### src/rtl/slave_port_serial.sv
`default_nettype none
// ============================================================================
// Module   : slave_port_serial
// Purpose  : Serial bus slave port; deserialises address/write data, drives a
//            one-cycle-latency memory and serialises read data back out.
// Revision : 1.0  initial release
// ============================================================================
module slave_port_serial #(
    parameter int ADDR_WIDTH = 12,
    parameter int DATA_WIDTH = 8
) (
    input  logic                  clk,
    input  logic                  rst,
    input  logic                  swdata,
    input  logic                  smode,
    input  logic                  mvalid,
    output logic                  srdata,
    output logic                  svalid,
    output logic                  sready,
    output logic [ADDR_WIDTH-1:0] mem_addr,
    output logic [DATA_WIDTH-1:0] mem_wdata,
    output logic                  mem_wen,
    output logic                  mem_ren,
    input  logic [DATA_WIDTH-1:0] mem_rdata
);

    localparam int MAX_W = (ADDR_WIDTH > DATA_WIDTH) ? ADDR_WIDTH : DATA_WIDTH;
    localparam int CNT_W = $clog2(MAX_W + 1);
    localparam logic [CNT_W-1:0] ADDR_LAST = CNT_W'(ADDR_WIDTH - 1);
    localparam logic [CNT_W-1:0] DATA_LAST = CNT_W'(DATA_WIDTH - 1);
    localparam logic [CNT_W-1:0] CNT_ONE   = CNT_W'(1);

    typedef enum logic [2:0] {
        S_IDLE  = 3'd0,
        S_ADDR  = 3'd1,
        S_WDATA = 3'd2,
        S_MEMWR = 3'd3,
        S_MEMRD = 3'd4,
        S_RWAIT = 3'd5,
        S_RDATA = 3'd6
    } state_t;

    state_t                  state_q, state_d;
    logic [CNT_W-1:0]        cnt_q, cnt_d;
    logic [ADDR_WIDTH-1:0]   addr_q, addr_d;
    logic [DATA_WIDTH-1:0]   wdata_q, wdata_d;
    logic [DATA_WIDTH-1:0]   rsh_q, rsh_d;
    logic                    mode_q, mode_d;
    logic                    svalid_q, svalid_d;
    logic                    sready_q, sready_d;
    logic                    wen_q, wen_d;
    logic                    ren_q, ren_d;

    always_comb begin
        state_d = state_q;
        cnt_d   = cnt_q;
        addr_d  = addr_q;
        wdata_d = wdata_q;
        rsh_d   = rsh_q;
        mode_d  = mode_q;
        case (state_q)
            S_IDLE: begin
                if (mvalid) begin
                    addr_d  = {swdata, addr_q[ADDR_WIDTH-1:1]};
                    mode_d  = smode;
                    cnt_d   = CNT_ONE;
                    state_d = S_ADDR;
                end
            end
            S_ADDR: begin
                if (mvalid) begin
                    addr_d = {swdata, addr_q[ADDR_WIDTH-1:1]};
                    if (cnt_q == ADDR_LAST) begin
                        cnt_d   = '0;
                        state_d = mode_q ? S_WDATA : S_MEMRD;
                    end else begin
                        cnt_d = cnt_q + CNT_ONE;
                    end
                end
            end
            S_WDATA: begin
                if (mvalid) begin
                    wdata_d = {swdata, wdata_q[DATA_WIDTH-1:1]};
                    if (cnt_q == DATA_LAST) begin
                        cnt_d   = '0;
                        state_d = S_MEMWR;
                    end else begin
                        cnt_d = cnt_q + CNT_ONE;
                    end
                end
            end
            S_MEMWR: state_d = S_IDLE;
            S_MEMRD: state_d = S_RWAIT;
            S_RWAIT: begin
                rsh_d   = mem_rdata;
                state_d = S_RDATA;
            end
            S_RDATA: begin
                // zero fill keeps srdata low once the word has been shifted out
                rsh_d = {1'b0, rsh_q[DATA_WIDTH-1:1]};
                if (cnt_q == DATA_LAST) begin
                    cnt_d   = '0;
                    state_d = S_IDLE;
                end else begin
                    cnt_d = cnt_q + CNT_ONE;
                end
            end
            default: state_d = S_IDLE;
        endcase
    end

    // sready lags one extra cycle after a write so the strobe cycle is fully retired
    always_comb begin
        svalid_d = (state_d == S_RDATA);
        wen_d    = (state_d == S_MEMWR);
        ren_d    = (state_d == S_MEMRD);
        sready_d = (state_d == S_IDLE) && (state_q != S_MEMWR);
    end

    always_ff @(posedge clk or posedge rst) begin
        if (rst) begin
            state_q  <= S_IDLE;
            cnt_q    <= '0;
            addr_q   <= '0;
            wdata_q  <= '0;
            rsh_q    <= '0;
            mode_q   <= 1'b0;
            svalid_q <= 1'b0;
            sready_q <= 1'b1;
            wen_q    <= 1'b0;
            ren_q    <= 1'b0;
        end else begin
            state_q  <= state_d;
            cnt_q    <= cnt_d;
            addr_q   <= addr_d;
            wdata_q  <= wdata_d;
            rsh_q    <= rsh_d;
            mode_q   <= mode_d;
            svalid_q <= svalid_d;
            sready_q <= sready_d;
            wen_q    <= wen_d;
            ren_q    <= ren_d;
        end
    end

    assign srdata    = rsh_q[0];
    assign svalid    = svalid_q;
    assign sready    = sready_q;
    assign mem_addr  = addr_q;
    assign mem_wdata = wdata_q;
    assign mem_wen   = wen_q;
    assign mem_ren   = ren_q;

endmodule
`default_nettype wire

### config.mk
export PLATFORM = sky130hd
export DESIGN_NAME = slave_port_serial
export DESIGN_NICKNAME = d
export VERILOG_FILES = /design/src/rtl/slave_port_serial.sv
export SDC_FILE = /design/constraint.sdc
export NUM_CORES = 1
export LEC_CHECK = 0
export BUFFER_PORTS_ARGS = -buffer_cell sky130_fd_sc_hd__buf_2
export CORE_ASPECT_RATIO = 1.2
export CORE_UTILIZATION = 50
export DETAILED_ROUTE_END_ITERATION = 16
export HOLD_SLACK_MARGIN = 0.05
export PLACE_DENSITY = 0.73
export SYNTH_ARGS = -nofsm -noshare
export SYNTH_HDL_FRONTEND = slang
export SYNTH_SLANG_ARGS = --single-unit
### constraint.sdc
create_clock -name clk -period 2.5 [get_ports clk]
set_clock_uncertainty 0.2 [all_clocks]
set_input_delay 0.25 -clock clk [delete_from_list [all_inputs] [get_ports clk]]
set_output_delay 0.25 -clock clk [all_outputs]
set_load 0.005 [all_outputs]
==> metrics.csv <==
stage,metric,value,unit
critical_path,crit_type,flop to flop,
timing,slew_violations,0,
final_layout,fin_cells,290,
yosys,ys_ff_latch,40,
die,core-area,0.00366,sq mm
place,placed_area,0.00215,sq mm
yosys,synth-main-ff-cell,dfrtp_1,
timing,tightest_slew,0.599,ns
power,p_clk_frac,0.213,
yosys,synth.top_cells.by_count,"45 x nand2_1, 39 x dfrtp_1, 11 x nor2_1",
timing,post-route-period-util,0.859,
timing,slew_headroom,0.600,
yosys,yosysWarningCount,0,
cts,post-cts-setup-buffer-count,0,
place,place_inst,280,
die,start_util,0.525,
critical_path,crit_buf_inv,0,
final_layout,drive_gt1_frac,0.261,
place,numPortBuffers,37,
timing,hold_viol_final,0,
timing,layout_min_cycle_time,2.15,ns
yosys,synth-edff-count,0,
place,dp_slack,0.360,ns
final_layout,nFillCells,329,
cts,cts_hold_buf,3,
die,die_x,58.6,um
die,chipHeight,70.0,um
die,die_area,0.00410,sq mm
timing,setup_tns,0,ns
critical_path,worstSetupEndpointType,flop,
yosys,ys_top_cells_by_area,"dfrtp_1 51%, nand2_1 8.8%, mux2_2 4.7%",
drt,drtIter0Drc,48,
drt,post-route-drc-count,0,
yosys,syn_nets,212,
power,p_leak,0.00118,uW
timing,rsz0062_at_grt,no,
yosys,ys_types,43,
final_layout,antenna-diode-count,0,
drt,wirelength,3610,um
cts,cts_tree,built,
timing,worst_slack,0.353,ns
yosys,yosysTopAreaCellShare,0.507,
drt,postRouteAntennaNets,0,
yosys,yosysMostFrequentCell,nand2_1,
worst_hold_path,hp-class,input pin to flop,
die,num_rows,24,
drt,num_vias,1521,
power,combPwrFrac,0.380,
final_layout,synthToLayoutAreaGrowth,19.8,%
critical_path,cp_max_fo,19,
cts,cts_buffers,5,
global_routing,grt_pass1_vias,1439,
place,place_hpwl,2500,um
job,drv_cap,0,
drt,post_drt_wl_per_cell,12.5,um
cts,cts-resized-gates,0,
global_routing,antenna_found_initial,0,
cts,root_buffer,clkbuf_8,
critical_path,slowest_delay,0.73,ns
cts,insertion_delay,0.29,ns
critical_path,path_cells,o21ai_0 > nand4_4 > nor4_2 > or4_1,
power,ir_drop,0.705,mV
final_layout,design_area,0.00231,sq mm
global_routing,grt_use_total,0.201,
die,top_level_ports,38,
timing,holdWs,0.0761,ns
drt,avgViaCountPerCell,5.24,
critical_path,cp.required,2.45,ns
critical_path,worst_path_max_delay_cell,dfrtp_1,
drt,drt-pass1-iter-count,4,
power,internal_power,1790,uW
yosys,syn_avg_cell_area,9.72,sq um
power,p_sw,1040,uW
yosys,synthCells,198,
cts,clock_sinks,40,
yosys,netlist_area,0.00192,sq mm
power,seqPwrFrac,0.408,
power,p_per_area,1230,mW/mm^2
power,power_switching_share,0.368,
global_routing,grt_max_degree,41,
cts,clk_path_buf_depth,2,
outcome,status,"finished, final reports clean",
global_routing,grt_overflow,0,
cts,path_clk_slew,0.07,ns
timing,fmax,466,MHz
yosys,yosysTopAreaCell,dfrtp_1,
timing,setup_viol,0,
cts,cts-htree-levels,2,
critical_path,cp_data_arrival_time,2.10,ns
place,place_congestion,0.840,
global_routing,grt_pass1_wl,6290,um
final_layout,nNetsFinal,252,
critical_path,start_kind,flop,
yosys,async_flop_share,1.00,
yosys,ys_seq_area_frac,0.521,
critical_path,crit_family,simple AND/OR/NAND/NOR gates,
## layer usage
metal | global-route usage | part of all wire | up-vias
li1 | - | - | 761
met1 | 0.270 | 0.50 | 719
met2 | 0.304 | 0.45 | 35
met3 | 0.0500 | 0.035 | 6
met4 | 0.0926 | 0.014 | 0
met5 | 0 | 0 | -
## area by class of cell
cell class                 instances  area (sq um)  area share
sequential                        40          1000       0.435
multi-input combinational        137           823       0.357
timing repair buffer              45           253       0.110
clock buffer                       5          68.8      0.0298
tap                               52          65.1      0.0282
clock inverter                     2          60.1      0.0260
inverter                           9          33.8      0.0147
## tightest hold or removal path, cell delays in order
cell and delay [ns]:
buf_2 0.08, a22oi_1 0.05, o21ai_0 0.15
## flip-flops by register name, summed over array words and instances (netlist names)
signal / count
state_q: 3
mem_addr: 12
rsh_q: 8
cnt_q: 4
mem_wdata: 8
mode_q: 1
sready: 1
svalid: 1
mem_ren: 1
mem_wen: 1
## path summary, 6_finish.rpt
check	slack (ns)	cells after the start	from	end
worst min-delay path	0.08	3	mem_rdata[7]	rsh_q[7]
worst min register to register	0.30	2	mem_addr[0]	mem_addr[0]
worst max-delay path	0.35	4	state_q[0]	cnt_q[0]
min in group asynchronous	0.41	4	rst	rsh_q[0]
worst max register to register	0.35	4	state_q[0]	cnt_q[0]
max in group asynchronous	1.32	4	rst	sready
## cells in the final DEF (no fill, tap or decap), types with 2 or more instances in the layout
| master | synthesis | final |
|---|---|---|
| a21o_1 | 2 | 2 |
| nor3_1 | 2 | 2 |
| dlygate4sd3_1 | 0 | 3 |
| bufinv_16 | 0 | 2 |
| nor2b_1 | 2 | 2 |
| nand3_1 | 4 | 4 |
| mux2_2 | 8 | 8 |
| a31oi_1 | 5 | 5 |
| a22oi_1 | 2 | 2 |
| nand2b_1 | 4 | 4 |
| nand2_1 | 45 | 45 |
| a21oi_1 | 5 | 5 |
| o21ai_0 | 10 | 10 |
| buf_4 | 0 | 5 |
| nor4_1 | 2 | 2 |
| buf_2 | 4 | 37 |
| clkbuf_8 | 0 | 5 |
| o22ai_1 | 6 | 6 |
| dfrtp_1 | 39 | 39 |
| inv_1 | 9 | 9 |
| a22o_1 | 3 | 3 |
| mux2i_1 | 6 | 6 |
| nor2_1 | 11 | 11 |
## power groups by stage
| stage | combinational (uW) | sequential [uW] | clock [uW] |
|---|---|---|---|
| 6_report | 1080 | 1160 | 603 |
| 5_1_grt | 1230 | 1200 | 635 |
| 4_1_cts | 1090 | 1150 | 620 |
| 3_5_place_dp | 1080 | 1160 | 0 |
| 3_3_place_gp | 1060 | 1160 | 0 |
| 2_1_floorplan | 889 | 1060 | 0 |
## logic make-up after synthesis
family,after synthesis,synth area share
compound gates,41,0.137
mux,14,0.0780
xor+xnor,1,0.00455
simple gates,80,0.202
buf+inv,21,0.0514
fa+ha+maj,1,0.00650
flops,40,0.521
## metrics by stage
| step | utilization | total power (uW) |
|---|---|---|
| floorplan | - | 1950 |
| global placement | 0.586 | 2220 |
| detailed placement | 0.586 | 2240 |
| CTS | 0.629 | 2860 |
| global route | 0.629 | 3060 |
| finish | 0.629 | 2840 |
Note: power is estimated with default switching activity, not from simulation.
